<file path="config.mk">
export PLATFORM = sky130hd
export DESIGN_NAME = rgb_frame_stats
export DESIGN_NICKNAME = d
export VERILOG_FILES = /design/src/rtl/rgb_frame_stats.sv
export SDC_FILE = /design/constraint.sdc
export NUM_CORES = 1
export LEC_CHECK = 0
export ABC_CLOCK_PERIOD_IN_PS = 5500
export CAP_MARGIN = 10
export CORE_MARGIN = 2
export CORE_UTILIZATION = 45
export DETAILED_ROUTE_END_ITERATION = 6
export PLACE_DENSITY = 0.69
export SKIP_CTS_REPAIR_TIMING = 1
export SLEW_MARGIN = 10
export SYNTH_ARGS = -nofsm -noshare
export SYNTH_HDL_FRONTEND = slang
export SYNTH_SLANG_ARGS = --single-unit
</file>
<file path="constraint.sdc">
create_clock -name VGA_CLK -period 5.5 [get_ports VGA_CLK]
set_clock_uncertainty 0.15 [all_clocks]
set_input_delay 1.1 -clock VGA_CLK [delete_from_list [all_inputs] [get_ports VGA_CLK]]
set_output_delay 1.1 -clock VGA_CLK [all_outputs]
set_load 0.02 [all_outputs]
</file>
<file path="src/rtl/rgb_frame_stats.sv">
// rtl/rgb_frame_stats.sv - per-frame ROI luma/RGB means, saturation count and exposure hints
// Three-stage pixel pipeline feeding ROI accumulators; a frame FSM reports at each VS fall.
module rgb_frame_stats #(
  parameter int ROI_X0 = 192,
  parameter int ROI_Y0 = 176,
  parameter int LOG2_W = 8,
  parameter int LOG2_H = 7,
  parameter int TARGET = 100,
  parameter int HYST   = 12
) (
  input  logic        VGA_CLK,
  input  logic        RST,
  input  logic        VGA_VS,
  input  logic [7:0]  iRed,
  input  logic [7:0]  iGreen,
  input  logic [7:0]  iBlue,
  input  logic        iDVAL,
  input  logic [10:0] iX,
  input  logic [10:0] iY,
  output logic        oSTAT_VALID,
  output logic [7:0]  oMEAN_Y,
  output logic [7:0]  oMEAN_R,
  output logic [7:0]  oMEAN_G,
  output logic [7:0]  oMEAN_B,
  output logic [15:0] oSAT_CNT,
  output logic        oPARTIAL,
  output logic        oEXP_UP,
  output logic        oEXP_DN,
  output logic [15:0] oFRAME_CNT
);

  localparam int LOG2_N = LOG2_W + LOG2_H;
  localparam int SUM_W  = 8 + LOG2_N;
  localparam int CNT_W  = LOG2_N + 1;
  localparam int HI_I   = TARGET + HYST;
  localparam int LO_I   = (TARGET > HYST) ? (TARGET - HYST) : 0;

  localparam logic [CNT_W-1:0] FULL_CNT = {1'b1, {LOG2_N{1'b0}}};
  localparam logic [8:0]       HI_THR   = 9'(HI_I);
  localparam logic [8:0]       LO_THR   = 9'(LO_I);
  localparam logic [11:0]      X_LO     = 12'(ROI_X0);
  localparam logic [11:0]      X_HI     = 12'(ROI_X0 + (1 << LOG2_W));
  localparam logic [11:0]      Y_LO     = 12'(ROI_Y0);
  localparam logic [11:0]      Y_HI     = 12'(ROI_Y0 + (1 << LOG2_H));

  typedef enum logic [2:0] {
    IDLE   = 3'd0,
    ACCUM  = 3'd1,
    DRAIN  = 3'd2,
    CALC   = 3'd3,
    REPORT = 3'd4
  } state_t;

  state_t r_state;
  state_t w_next;

  logic             r_vs_d;
  logic             r_armed;
  logic [1:0]       r_drain_cnt;

  logic             r_s1_vld;
  logic [7:0]       r_s1_r;
  logic [7:0]       r_s1_g;
  logic [7:0]       r_s1_b;

  logic             r_s2_vld;
  logic             r_s2_sat;
  logic [7:0]       r_s2_y;
  logic [7:0]       r_s2_r;
  logic [7:0]       r_s2_g;
  logic [7:0]       r_s2_b;

  logic [SUM_W-1:0] r_sum_y;
  logic [SUM_W-1:0] r_sum_r;
  logic [SUM_W-1:0] r_sum_g;
  logic [SUM_W-1:0] r_sum_b;
  logic [CNT_W-1:0] r_cnt;
  logic [15:0]      r_sat;

  logic             r_hint_up;
  logic             r_hint_dn;

  logic             w_vs_rise;
  logic             w_vs_fall;
  logic             w_in_roi;
  logic [15:0]      w_luma_sum;
  logic             w_acc_en;
  logic             w_frame_clr;
  logic [7:0]       w_mean_y;
  logic             w_partial;
  logic [8:0]       w_mean_y9;

  assign w_vs_rise = VGA_VS & ~r_vs_d;
  assign w_vs_fall = ~VGA_VS & r_vs_d;

  assign w_in_roi = ({1'b0, iX} >= X_LO) && ({1'b0, iX} < X_HI) &&
                    ({1'b0, iY} >= Y_LO) && ({1'b0, iY} < Y_HI);

  // Max 256*255 fits exactly in 16 bits, so the luma sum cannot overflow.
  assign w_luma_sum = (16'd77  * {8'd0, r_s1_r}) +
                      (16'd150 * {8'd0, r_s1_g}) +
                      (16'd29  * {8'd0, r_s1_b});

  // DRAIN keeps accumulating so pixels already inside S1/S2 at the VS fall are counted.
  assign w_acc_en    = r_s2_vld && (r_cnt != FULL_CNT) &&
                       ((r_state == ACCUM) || (r_state == DRAIN));
  assign w_frame_clr = (r_state == IDLE) && w_vs_rise;

  assign w_mean_y  = r_sum_y[SUM_W-1:LOG2_N];
  assign w_partial = (r_cnt != FULL_CNT);
  assign w_mean_y9 = {1'b0, w_mean_y};

  // Stage 1: input capture, qualified by valid, active frame and ROI
  always_ff @(posedge VGA_CLK) begin
    if (RST) begin
      r_s1_vld <= 1'b0;
      r_s1_r   <= 8'd0;
      r_s1_g   <= 8'd0;
      r_s1_b   <= 8'd0;
    end else begin
      r_s1_vld <= iDVAL & VGA_VS & w_in_roi;
      r_s1_r   <= iRed;
      r_s1_g   <= iGreen;
      r_s1_b   <= iBlue;
    end
  end

  // Stage 2: luma and saturation flag
  always_ff @(posedge VGA_CLK) begin
    if (RST) begin
      r_s2_vld <= 1'b0;
      r_s2_sat <= 1'b0;
      r_s2_y   <= 8'd0;
      r_s2_r   <= 8'd0;
      r_s2_g   <= 8'd0;
      r_s2_b   <= 8'd0;
    end else begin
      r_s2_vld <= r_s1_vld;
      r_s2_sat <= (r_s1_r == 8'hFF) || (r_s1_g == 8'hFF) || (r_s1_b == 8'hFF);
      r_s2_y   <= w_luma_sum[15:8];
      r_s2_r   <= r_s1_r;
      r_s2_g   <= r_s1_g;
      r_s2_b   <= r_s1_b;
    end
  end

  // Stage 3: accumulators, cleared at the accepted frame start
  always_ff @(posedge VGA_CLK) begin
    if (RST || w_frame_clr) begin
      r_sum_y <= '0;
      r_sum_r <= '0;
      r_sum_g <= '0;
      r_sum_b <= '0;
      r_cnt   <= '0;
      r_sat   <= 16'd0;
    end else if (w_acc_en) begin
      r_sum_y <= r_sum_y + SUM_W'(r_s2_y);
      r_sum_r <= r_sum_r + SUM_W'(r_s2_r);
      r_sum_g <= r_sum_g + SUM_W'(r_s2_g);
      r_sum_b <= r_sum_b + SUM_W'(r_s2_b);
      r_cnt   <= r_cnt + 1'b1;
      if (r_s2_sat && (r_sat != 16'hFFFF)) begin
        r_sat <= r_sat + 16'd1;
      end
    end
  end

  // Reset loads the current VS level so a frame already in progress is not seen as a rise.
  always_ff @(posedge VGA_CLK) begin
    if (RST) begin
      r_state     <= IDLE;
      r_vs_d      <= VGA_VS;
      r_armed     <= 1'b0;
      r_drain_cnt <= 2'd0;
    end else begin
      r_state <= w_next;
      r_vs_d  <= VGA_VS;
      if (w_frame_clr) begin
        r_armed <= 1'b1;
      end else if (r_state == REPORT) begin
        r_armed <= 1'b0;
      end
      if (r_state == DRAIN) begin
        r_drain_cnt <= r_drain_cnt + 2'd1;
      end else begin
        r_drain_cnt <= 2'd0;
      end
    end
  end

  always_comb begin
    w_next      = r_state;
    oSTAT_VALID = 1'b0;
    oEXP_UP     = 1'b0;
    oEXP_DN     = 1'b0;
    case (r_state)
      IDLE: begin
        if (w_vs_rise) begin
          w_next = ACCUM;
        end
      end
      ACCUM: begin
        if (!r_armed) begin
          w_next = IDLE;
        end else if (w_vs_fall) begin
          w_next = DRAIN;
        end
      end
      DRAIN: begin
        if (r_drain_cnt == 2'd2) begin
          w_next = CALC;
        end
      end
      CALC: begin
        w_next = REPORT;
      end
      REPORT: begin
        oSTAT_VALID = 1'b1;
        oEXP_UP     = r_hint_up;
        oEXP_DN     = r_hint_dn;
        w_next      = IDLE;
      end
      default: begin
        w_next = IDLE;
      end
    endcase
  end

  // Reported statistics hold until the next CALC
  always_ff @(posedge VGA_CLK) begin
    if (RST) begin
      oMEAN_Y    <= 8'd0;
      oMEAN_R    <= 8'd0;
      oMEAN_G    <= 8'd0;
      oMEAN_B    <= 8'd0;
      oSAT_CNT   <= 16'd0;
      oPARTIAL   <= 1'b0;
      r_hint_up  <= 1'b0;
      r_hint_dn  <= 1'b0;
      oFRAME_CNT <= 16'd0;
    end else begin
      if (r_state == CALC) begin
        oMEAN_Y   <= w_mean_y;
        oMEAN_R   <= r_sum_r[SUM_W-1:LOG2_N];
        oMEAN_G   <= r_sum_g[SUM_W-1:LOG2_N];
        oMEAN_B   <= r_sum_b[SUM_W-1:LOG2_N];
        oSAT_CNT  <= r_sat;
        oPARTIAL  <= w_partial;
        r_hint_dn <= !w_partial && (w_mean_y9 > HI_THR);
        r_hint_up <= !w_partial && (w_mean_y9 < LO_THR);
      end
      if (r_state == REPORT) begin
        oFRAME_CNT <= oFRAME_CNT + 16'd1;
      end
    end
  end

endmodule

</file>
Word-level counts from Yosys, hierarchy flattened
Cells that the tools add are included.
- add/sub/neg operators: 10
- multiply operators: 3
- magnitude comparators: 6
- equality and inequality tests: 13
- multiplexer cells: 10
- bitwise operators: 7
- reductions and logical operators: 19
- operator list (operator ; count):
    $add 23x8->23 ; 4
    $add 16x1->16 const B ; 3
    $ne 16x16->1 const B ; 2
    $mul 7x8->15 const A ; 2
    $eq 8x8->1 const B ; 3
    $ge 11x8->1 const B ; 2
    $lt 11x9->1 const B ; 2
    $add 15x16->16 ; 1
    $add 16x13->16 ; 1
    $mul 5x8->13 const A ; 1
    $mux 3 ; 4
    $pmux 3 s4 ; 1
    $logic_and 1x1->1 ; 9
    $gt 8x7->1 const B ; 1
    $lt 8x7->1 const B ; 1
    $eq 3x2->1 const B ; 2
    $mux 1 ; 5
    $and 1x1->1 ; 4
    $logic_or 1x1->1 ; 4
    $eq 3x1->1 const B ; 1
    $eq 3x3->1 const B ; 1
    $logic_not 3->1 ; 1
    $ne 3x3->1 const B ; 1
    $not 1->1 ; 3
    9 further kinds ; 9
- register bits: 257
- input port bits: 50
- output and inout bits: 68
- word-level logic and storage cells: 97

Depth between registers and ports, before layout
Gate-level depths: netlist of the first run.
- word-level depth: 5
- depth in mapped cells: 24
- mapped depth without buffers: 24

Worst setup path before layout of the first run
Ideal clock, no wire load.
- path type: register to register
- start point: register r_s1_g[4]
- end point: register r_s2_y[7]
- library setup time: 0.132 ns
- data arrival time: 5.722 ns
- required time: 5.218 ns
- slack: -0.504 ns
- cell stages (with the launch flop): 22
- path buffers: 0
- period minus slack after synthesis: 6.004 ns
- cell sequence: dfxtp_1 > ha_1 > ha_1 > inv_1 > fa_1 > fa_1 > inv_1 > ha_1 > xnor2_1 > fa_1 > fa_1 > inv_1 > fa_1 > fa_1 > inv_1 > ha_1 > a21oi_1 > nand2_1 > o221ai_1 > o21a_1 > o21ai_0 > nor3b_1
- longest elaborated chain between the ends: 3
- RTL lines (what ; line ; RTL):
    from (decl) ; 63 ; logic [7:0] r_s1_g;
    from (signal assigned) ; 123 ; r_s1_g <= iGreen;
    $mul 7x8->15 ; 101 ; (16'd150 * {8'd0, r_s1_g}) +
    $add 15x16->16 ; 100 ; assign w_luma_sum = (16'd77 * {8'd0, r_s1_r}) +
    $add 16x13->16 ; 101 ;
    to (signal assigned) ; 140 ; r_s2_y <= w_luma_sum[15:8];
    to (decl) ; 68 ; logic [7:0] r_s2_y;
Every way passes these cells.
A chain may end at the register's enable or synchronous reset.

Final worst setup path of the first run
- start point: register r_s1_g[6]
- end point: register r_s2_y[7]
Same word-level chain as after synthesis.

==> impl_results.md, run 1 <==
* Status: complete, but fails checks
* Failing checks: negative setup slack
* Min cycle time layout at 5.73 ns
* Pins Over Slew Limit at 0
* Synth Warn # at 0
* Sequential share of power at 0.328
* Die width at 181 µm
* Final core occ at 0.552
* GRT Total Usage at 0.181
* Power Total at 0.00593 W
* Largest net degree at the start of global routing at 74
* Number of H-tree levels at 1
* Initial antenna violation count at 0
* Worst Path Arrival at 5.99 ns
* Commonest cells after routing, fill and taps aside: dfxtp_1, nand2_1, inv_1, a21oi_1, nor2_1
* RD Place Congestion at 0.838
* Yosys reg bits at 257
* Final WS setup at -0.230 ns
* Number of detailed-route iterations in the first pass at 5
* Sw Pwr at 0.00182 W
* Post-synth EDFFs at 0
* Int Pwr at 0.00411 W
* Worst-Margin Slew at 1.15 ns
* CTS Buf Count at 28
* First-pass GRT wire length at 50.9 mm
* Initial Util at 0.459
* Clk sinks at 257
* Syn Area/Cell at 8.85 µm²
* Final net count at 1932
* Worst rel slew slack at 0.227
* Max Fclk at 0.175 GHz
* Pwr dens at 350 nW/µm²
* Global route total overflow at 0
* RSZ-0062 raised after global routing: yes
* Worst path cell trace: ha_4 -> ha_4 -> inv_2 -> fa_1 -> fa_1 -> inv_2 -> ha_4 -> o21a_1 -> a21oi_2 -> xnor2_1 -> ha_1 -> fa_1 -> inv_1 -> fa_2 -> fa_1 -> inv_2 -> ha_4 -> or3_4 -> o221ai_4 -> o21a_1 -> o21ai_1 -> nor3b_2
* Min-delay worst type: reg2reg
* Synth unique cells at 55
* Buffers on Ports at 107
* Register area share after synthesis at 0.366
* Die area at 32700 µm²
* Starting DRT DRC Count at 515
* Logic pwr share at 0.344
* Rows at 64
* Switch share at 0.306
* Post-DP HPWL at 21.3 mm
* Critical path buffers and inverters at 4
* Tcrit/Tclk final at 1.04
* Syn Nets at 1822
* CP delay by family, top: adder cells
* Max-Cap Viols at 0
* Core Footprint at 30700 µm²
* Vias at 11.2k
* Die height at 181 µm
* Slowest CP cell: fa_2
* Final Hold Fails at 0
* CP max stage delay at 0.54 ns
* I/O pins at 118
* Clock power frac at 0.328
* Leakage at 6.69 nW
* Root buffer cell: clkbuf_16
* Antenna-violating nets left at 0
* Antenna cell count at 0
* Vias in the first global route at 10.8k
* Number of remaining DRC errors at 0
* Commonest non-fill, non-tap cell in the layout: dfxtp_1
* Top FF cell, synth: dfxtp_1
* CTS Buffer Depth at 3
* Worst vdd ir at 0.343 mV
* Worst-path clk slew at 0.06 ns
* Total wire length at 29.7 mm
* Setup Viol. Count Final at 7
* Critical path fanouts, max at 5
* Layout cells sized above 1 at 0.0830
* Routed length per instance at 14.0 µm
* Post-Syn Area at 14100 µm²
* Setup Crit Path Kind: reg2reg
* CP Launch Type: flop
* Via-to-Cell Ratio at 5.30
* Clk Latency, worst-skew pair at 0.56 ns
* Area growth, synth to finish at 20.3%
* FFs w/ async S/R, synth at 0
* CTS tree: yes
* Worst Path Required at 5.76 ns
* Post-Synthesis Cells at 1590
* CP endpoint kind: flop
worst paths after layout:
check	start	end	slack [ns]	cells past startpoint
setup / recovery	r_s1_g[6]$_SDFF_PP0_	r_s2_y[7]$_SDFF_PP0_	-0.23	22
hold / removal	r_drain_cnt[0]$_SDFF_PP0_	r_drain_cnt[0]$_SDFF_PP0_	0.27	1
setup reg to reg	r_s1_g[6]$_SDFF_PP0_	r_s2_y[7]$_SDFF_PP0_	-0.23	22
hold reg to reg	r_drain_cnt[0]$_SDFF_PP0_	r_drain_cnt[0]$_SDFF_PP0_	0.27	1
power by group through the flow:
stage / clock [W] / sequential (W) / combinational, W
after detailed placement: 0 / 0.00198 / 0.00180
after floorplan: 0 / 0.00197 / 0.00128
after CTS: 0.00200 / 0.00194 / 0.00182
after global routing: 0.00207 / 0.00195 / 0.00229
after global placement: 0 / 0.00198 / 0.00173
final: 0.00195 / 0.00194 / 0.00204
area by class of cell:
| type | count | area [µm²] |
|---|---|---|
| multi-input combinational | 1140 | 8480 |
| clock inverter | 10 | 155 |
| sequential | 257 | 5150 |
| tap | 396 | 495 |
| inverter | 131 | 492 |
| fill | 2746 | 13700 |
| timing repair buffer | 142 | 1330 |
| clock buffer | 42 | 823 |
worst reg2reg max path: stages (launching register included):
cell and delay [ns]:
dfxtp_4 0.35, ha_4 0.24, ha_4 0.26, inv_2 0.03, fa_1 0.45, fa_1 0.50
inv_2 0.05, ha_4 0.28, o21a_1 0.15, a21oi_2 0.06, xnor2_1 0.13, ha_1 0.30
fa_1 0.50, inv_1 0.05, fa_2 0.54, fa_1 0.43, inv_2 0.08, ha_4 0.19
or3_4 0.34, o221ai_4 0.10, o21a_1 0.20, o21ai_1 0.07, nor3b_2 0.15
through the flow:
stage / hold slack (ns) / setup WS (ns) / std cells / TNS (ns) / instance area (µm²)
floorplan: 0.249 / -0.0290 / 1590 / -0.0573 / 14200
global placement: 0.256 / -0.237 / 2066 / -1.06 / 15800
detailed placement: 0.263 / -0.317 / 2066 / -1.59 / 15800
CTS: 0.271 / -0.327 / 2118 / -1.73 / 16800
global route: 0.284 / -0.442 / 2118 / -2.57 / 16900
finish: 0.265 / -0.230 / 2118 / -1.06 / 16900
sequential cells by signal, indices dropped and copies added (netlist names), 16 cells and up:
name	flops
r_sum_y	23
oFRAME_CNT	16
r_sum_g	23
oSAT_CNT	16
r_cnt	16
r_sat	16
r_sum_r	23
r_sum_b	23
Yosys cell counts (9+ instances only):
library cell  instances  share of area
a2111oi_0             9         0.0056
a211oi_1             24          0.013
a21o_1               19          0.010
a21oi_1             134          0.048
a31oi_1               9         0.0040
and2_1               15         0.0067
and3_1               18         0.0080
and4_1               13         0.0081
clkbuf_1             51          0.014
dfxtp_1             257           0.37
fa_1                 59          0.084
ha_1                123           0.11
inv_1               131          0.035
nand2_1             186          0.050
nand3_1              46          0.016
nand4_1              35          0.016
nor2_1              120          0.032
nor2b_1              49          0.022
nor3_1               18         0.0064
o21ai_0              37          0.013
o31ai_1              18         0.0096
or3_1                16         0.0071
or4_1                19          0.010
xnor2_1              56          0.035
xor2_1               42          0.026
cells by family after synthesis:
| family | share of synthesized area |
|---|---|
| xor+xnor | 0.0610 |
| flops | 0.366 |
| mux | 0.00142 |
| fa+ha+maj | 0.193 |
| compound gates | 0.121 |
| buf+inv | 0.0533 |
| simple gates | 0.205 |
layer usage:
layer / routed length (µm) / global-route usage / up-vias
met4: 500 / 0.0494 / 0
met3: 1100 / 0.0222 / 36
li1: - / - / 5645
met2: 14400 / 0.316 / 182
met1: 13800 / 0.237 / 5365
met5: 0 / 0 / -
No activity file was read; power rests on OpenSTA's default activity.
==> run 2, diff against run 1 <==
Settings changed: PLACE_DENSITY 0.69 to 0.68.
==> run 2 against run 1 <==
Net effect: fmax fell by 0.54%; via count fell by 1.1%; cell area rose by 0.89%; the flow still finishes with violations (negative setup slack); register-to-register slack got worse by 0.03 ns.
==> impl_results.md, run 2 (synthesis results as in run 1) <==
* Layout cells sized above 1 at 0.0894
* Worst Path Required at 5.75 ns
* Final Hold Fails at 0
* Worst vdd ir at 0.311 mV
* Die height at 181 µm
* Die area at 32700 µm²
* Min cycle time layout at 5.76 ns
* FF/Latch Area at 5150 µm²
* Starting DRT DRC Count at 566
* Number of H-tree levels at 1
* Initial Util at 0.459
* Hold_ws at 0.271 ns
* Multi-input logic area at 8520 µm²
* Critical path buffers and inverters at 4
* Failing checks: negative setup slack
* CTS Buf Count at 28
* Reg2Reg Launch Point: r_s1_g[6]$_SDFF_PP0_
* Int Pwr at 0.00439 W
* Busiest grt layer: met2
* Min-delay worst type: reg2reg
* Vias in the first global route at 11.1k
* Power Total at 0.00627 W
* Max-Cap Viols at 0
* Logic pwr share at 0.351
* CTS tree: yes
* GR met1 Demand/Resource at 0.237
* Area growth, synth to finish at 21.4%
* Pwr dens at 367 nW/µm²
* Via-to-Cell Ratio at 5.24
* Sw Pwr at 0.00187 W
* Global route total overflow at 0
* Leakage at 6.74 nW
* Worst path cell trace: ha_4 -> ha_4 -> inv_2 -> fa_1 -> fa_1 -> inv_2 -> ha_4 -> o21a_1 -> a21oi_2 -> xnor2_1 -> ha_1 -> fa_1 -> inv_1 -> fa_1 -> fa_1 -> inv_2 -> ha_4 -> or3_4 -> o221ai_4 -> o21a_1 -> o21ai_1 -> nor3b_2
* Clk sinks at 257
* M3 GR Usage at 0.0240
* Worst Path Arrival at 6.01 ns
* DP Area at 15800 µm²
* Final core occ at 0.557
* RD Place Congestion at 0.829
* Rows at 64
* Number of detailed-route iterations in the first pass at 5
* Worst rel slew slack at 0.286
* CTS Buffer Depth at 3
* Design area at 17100 µm²
* Commonest non-fill, non-tap cell in the layout: dfxtp_1
* Critical path fanouts, max at 5
* GRT Total Usage at 0.183
* Die width at 181 µm
* Initial antenna violation count at 0
* Status: complete, but fails checks
* Setup Crit Path Kind: reg2reg
* Tcrit/Tclk final at 1.05
* Slowest CP cell: fa_1
* Met2 Usage GRT at 0.321
* I/O pins at 118
* Commonest cells after routing, fill and taps aside: dfxtp_1, nand2_1, a21oi_1
* Worst-path clk slew at 0.06 ns
* Final WS setup at -0.261 ns
* Buffers on Ports at 107
* Switch share at 0.299
* Largest net degree at the start of global routing at 76
* Max Fclk at 0.174 GHz
* Final net count at 1933
* Routed length per instance at 14.1 µm
* Sequential share of power at 0.310
* CP Launch Type: flop
* HP Start: r_drain_cnt[0]$_SDFF_PP0_
* CP delay by family, top: adder cells
* Clk Latency, worst-skew pair at 0.56 ns
* Pins Over Slew Limit at 0
* Total wire length at 29.9 mm
* Root buffer cell: clkbuf_16
* Post-DP HPWL at 21.2 mm
* Clock power frac at 0.339
* Fill count at 2727
* Setup Viol. Count Final at 7
* Worst-Margin Slew at 1.07 ns
* Antenna-violating nets left at 0
* Most frequent CP cell: fa_1
* Crit path from: r_s1_g[6]$_SDFF_PP0_
* CP endpoint kind: flop
* First-pass GRT wire length at 51.4 mm
* RSZ-0062 raised after global routing: yes
* Antenna cell count at 0
* CP max stage delay at 0.51 ns
* Vias at 11.1k
* Core Footprint at 30700 µm²
* Number of remaining DRC errors at 0
[run 2: changes by cell type in the layout (fill, tap and decap cells not counted), moves of 2 or more]
cell,before,now
inv_1,126,122
clkinv_4,0,2
bufinv_16,3,7
buf_6,0,2
inv_2,5,9
clkbuf_1,7,2
[run 2: power by group through the flow]
stage / combinational [W] / clock, W / sequential, W
final: 0.00220 / 0.00212 / 0.00194
after CTS: 0.00181 / 0.00217 / 0.00194
after detailed placement: 0.00179 / 0 / 0.00198
after global routing: 0.00248 / 0.00226 / 0.00195
after floorplan: 0.00128 / 0 / 0.00197
after global placement: 0.00175 / 0 / 0.00198
[run 2: final timing paths]
kind                          endpoint  cells after the start  slack [ns]
max               r_s2_y[7]$_SDFF_PP0_                     22       -0.26
min          r_drain_cnt[0]$_SDFF_PP0_                      1        0.27
max reg2reg       r_s2_y[7]$_SDFF_PP0_                     22       -0.26
min reg2reg  r_drain_cnt[0]$_SDFF_PP0_                      1        0.27
[run 2: layer usage]
layer,share of wire,vias up
met5,0,-
met4,0.021,0
met3,0.031,37
met2,0.47,159
met1,0.47,5264
li1,-,5644
[run 2: area by class of cell]
type,instances,share of cell area
clock buffers,36,0.0463
clock inverters,15,0.0168
multi-input cells,1140,0.499
well taps,396,0.0290
flip-flops and latches,257,0.302
repair buffers,143,0.0788
inverters,131,0.0288
[run 2: stage by stage]
step / cells / worst slack [ns] / setup TNS, ns
4_1_cts: 2116 / -0.336 / -1.72
5_1_grt: 2118 / -0.457 / -2.44
2_1_floorplan: 1590 / -0.0290 / -0.0573
3_3_place_gp: 2065 / -0.229 / -1.08
6_report: 2118 / -0.261 / -0.920
3_5_place_dp: 2065 / -0.315 / -1.58
[run 2: worst register-to-register path, stage by stage (launching register included)]
cell,delay [ns]
dfxtp_4,0.35
ha_4,0.24
ha_4,0.25
inv_2,0.03
fa_1,0.45
fa_1,0.51
inv_2,0.05
ha_4,0.28
o21a_1,0.16
a21oi_2,0.07
xnor2_1,0.17
ha_1,0.27
fa_1,0.49
inv_1,0.05
fa_1,0.45
fa_1,0.51
inv_2,0.05
ha_4,0.21
or3_4,0.37
o221ai_4,0.10
o21a_1,0.21
o21ai_1,0.07
nor3b_2,0.16
==> run 3, diff against run 2 <==
Settings changed: CAP_MARGIN 10 to 20.
==> run 3 against run 2 <==
Net effect: the flow still finishes with violations (negative setup slack); flip-flop and latch count did not move; via count rose by 0.57%; clock-buffer cell count did not move; die area did not move; largest power group unchanged; highest routed layer unchanged.
==> impl_results.md, run 3 (synthesis results as in run 1) <==
* Final net count at 1935
* Commonest cells after routing, fill and taps aside: dfxtp_1, nand2_1, a21oi_1
* CP Launch Type: flop
* Global route total overflow at 0
* CP max stage delay at 0.51 ns
* Antenna cell count at 0
* Vias at 11.2k
* Worst rel slew slack at 0.319
* Antenna-violating nets left at 0
* Root buffer cell: clkbuf_16
* Via-to-Cell Ratio at 5.27
* Tcrit/Tclk final at 1.05
* Buffers on Ports at 107
* Worst-path clk slew at 0.06 ns
* Place WS at -0.315 ns
* I/O pins at 118
* Total wire length at 30.0 mm
* CP endpoint kind: flop
* Initial Util at 0.459
* Clk Latency, worst-skew pair at 0.56 ns
* Worst path cell trace: ha_4 -> ha_4 -> inv_2 -> fa_1 -> fa_1 -> inv_2 -> ha_4 -> o21a_1 -> a21oi_2 -> xnor2_1 -> ha_1 -> fa_1 -> inv_1 -> fa_1 -> fa_1 -> inv_2 -> ha_4 -> or3_4 -> o221ai_4 -> o21a_1 -> o21ai_1 -> nor3b_2
* Final Hold Fails at 0
* Failing checks: negative setup slack
* Rows at 64
* GRT Total Usage at 0.183
* Worst Path Arrival at 6.01 ns
* Core Footprint at 30700 µm²
* CTS Buffer Depth at 3
* Final WS setup at -0.262 ns
* Worst-Margin Slew at 1.01 ns
* Max-Cap Viols at 0
* Setup Viol. Count Final at 7
* Clk sinks at 257
* Area growth, synth to finish at 21.5%
* Layout cells sized above 1 at 0.0905
* Die width at 181 µm
* Reg-to-reg setup timing slack at -0.26 ns
* Die height at 181 µm
* First-pass GRT wire length at 51.4 mm
* RD Place Congestion at 0.829
* Number of H-tree levels at 1
* Min-delay worst type: reg2reg
* Status: complete, but fails checks
* Pins Over Slew Limit at 0
* CTS tree: yes
* Initial antenna violation count at 0
* Routed length per instance at 14.2 µm
* Commonest non-fill, non-tap cell in the layout: dfxtp_1
* Vias in the first global route at 11.1k
* Number of remaining DRC errors at 0
* Slowest CP cell: fa_1
* Number of detailed-route iterations in the first pass at 6
* Final core occ at 0.558
* Largest net degree at the start of global routing at 76
* CTS Buf Count at 28
* Setup Crit Path Kind: reg2reg
* RSZ-0062 raised after global routing: yes
* Leakage at 6.75 nW
* Post-DP HPWL at 21.2 mm
* Power Total at 0.00627 W
* Fill count at 2727
* Pwr dens at 367 nW/µm²
* Most frequent CP cell: fa_1
* Starting DRT DRC Count at 520
* Worst Path Required at 5.75 ns
* Die area at 32700 µm²
* Max Fclk at 0.174 GHz
* Min cycle time layout at 5.76 ns
* Worst vdd ir at 0.311 mV
* Critical path fanouts, max at 5
==> run 3: cell types whose count changed in the layout (fill, tap and decap cells not counted) <==
| cell | before | now |
|---|---|---|
| clkbuf_4 | 0 | 2 |
==> run 3: power breakdown <==
group	total, W	internal, W	leakage (nW)	switching, W
combinational	0.00220	0.00114	4.14	0.00107
sequential	0.00194	0.00191	2.08	0.0000325
clock	0.00212	0.00135	0.525	0.000776
==> run 3: worst max-delay path, delay by kind of cell, from the launching register on <==
kind            cells  cell delay, ns
buf+inv             4            0.17
fa+ha+maj          10            3.65
simple gates        2            0.53
compound gates      5            0.61
flops               1            0.35
xor+xnor            1            0.17
==> run 3: layout make-up <==
| type | instances | area, µm² | area share |
|---|---|---|---|
| Tap cell | 396 | 495 | 0.0290 |
| Clock buffer | 36 | 791 | 0.0462 |
| Sequential cell | 257 | 5150 | 0.301 |
| Multi-Input combinational cell | 1140 | 8520 | 0.498 |
| Inverter | 131 | 492 | 0.0288 |
| Timing Repair Buffer | 145 | 1360 | 0.0796 |
| Clock inverter | 15 | 287 | 0.0168 |
==> run 3: final timing paths <==
path | startpoint | end | cells after the start
hold reg to reg | r_drain_cnt[0]$_SDFF_PP0_ | r_drain_cnt[0]$_SDFF_PP0_ | 1
setup reg to reg | r_s1_g[6]$_SDFF_PP0_ | r_s2_y[7]$_SDFF_PP0_ | 22
hold / removal | r_drain_cnt[0]$_SDFF_PP0_ | r_drain_cnt[0]$_SDFF_PP0_ | 1
setup / recovery | r_s1_g[6]$_SDFF_PP0_ | r_s2_y[7]$_SDFF_PP0_ | 22
==> run 3: metal layers <==
metal	GRT usage	vias up	routed length [µm]
met2	0.321	168	14200
li1	-	5647	-
met5	0	-	0
met4	0.0477	0	640
met1	0.237	5310	14200
met3	0.0240	42	982
==> run 3: metrics by stage <==
stage,setup TNS [ns],std cells,hold slack [ns],area (µm²)
finish,-0.903,2120,0.271,17100
CTS,-1.72,2116,0.271,16900
floorplan,-0.0573,1590,0.249,14200
global placement,-1.08,2065,0.257,15800
global route,-2.44,2120,0.302,17100
detailed placement,-1.58,2065,0.263,15800
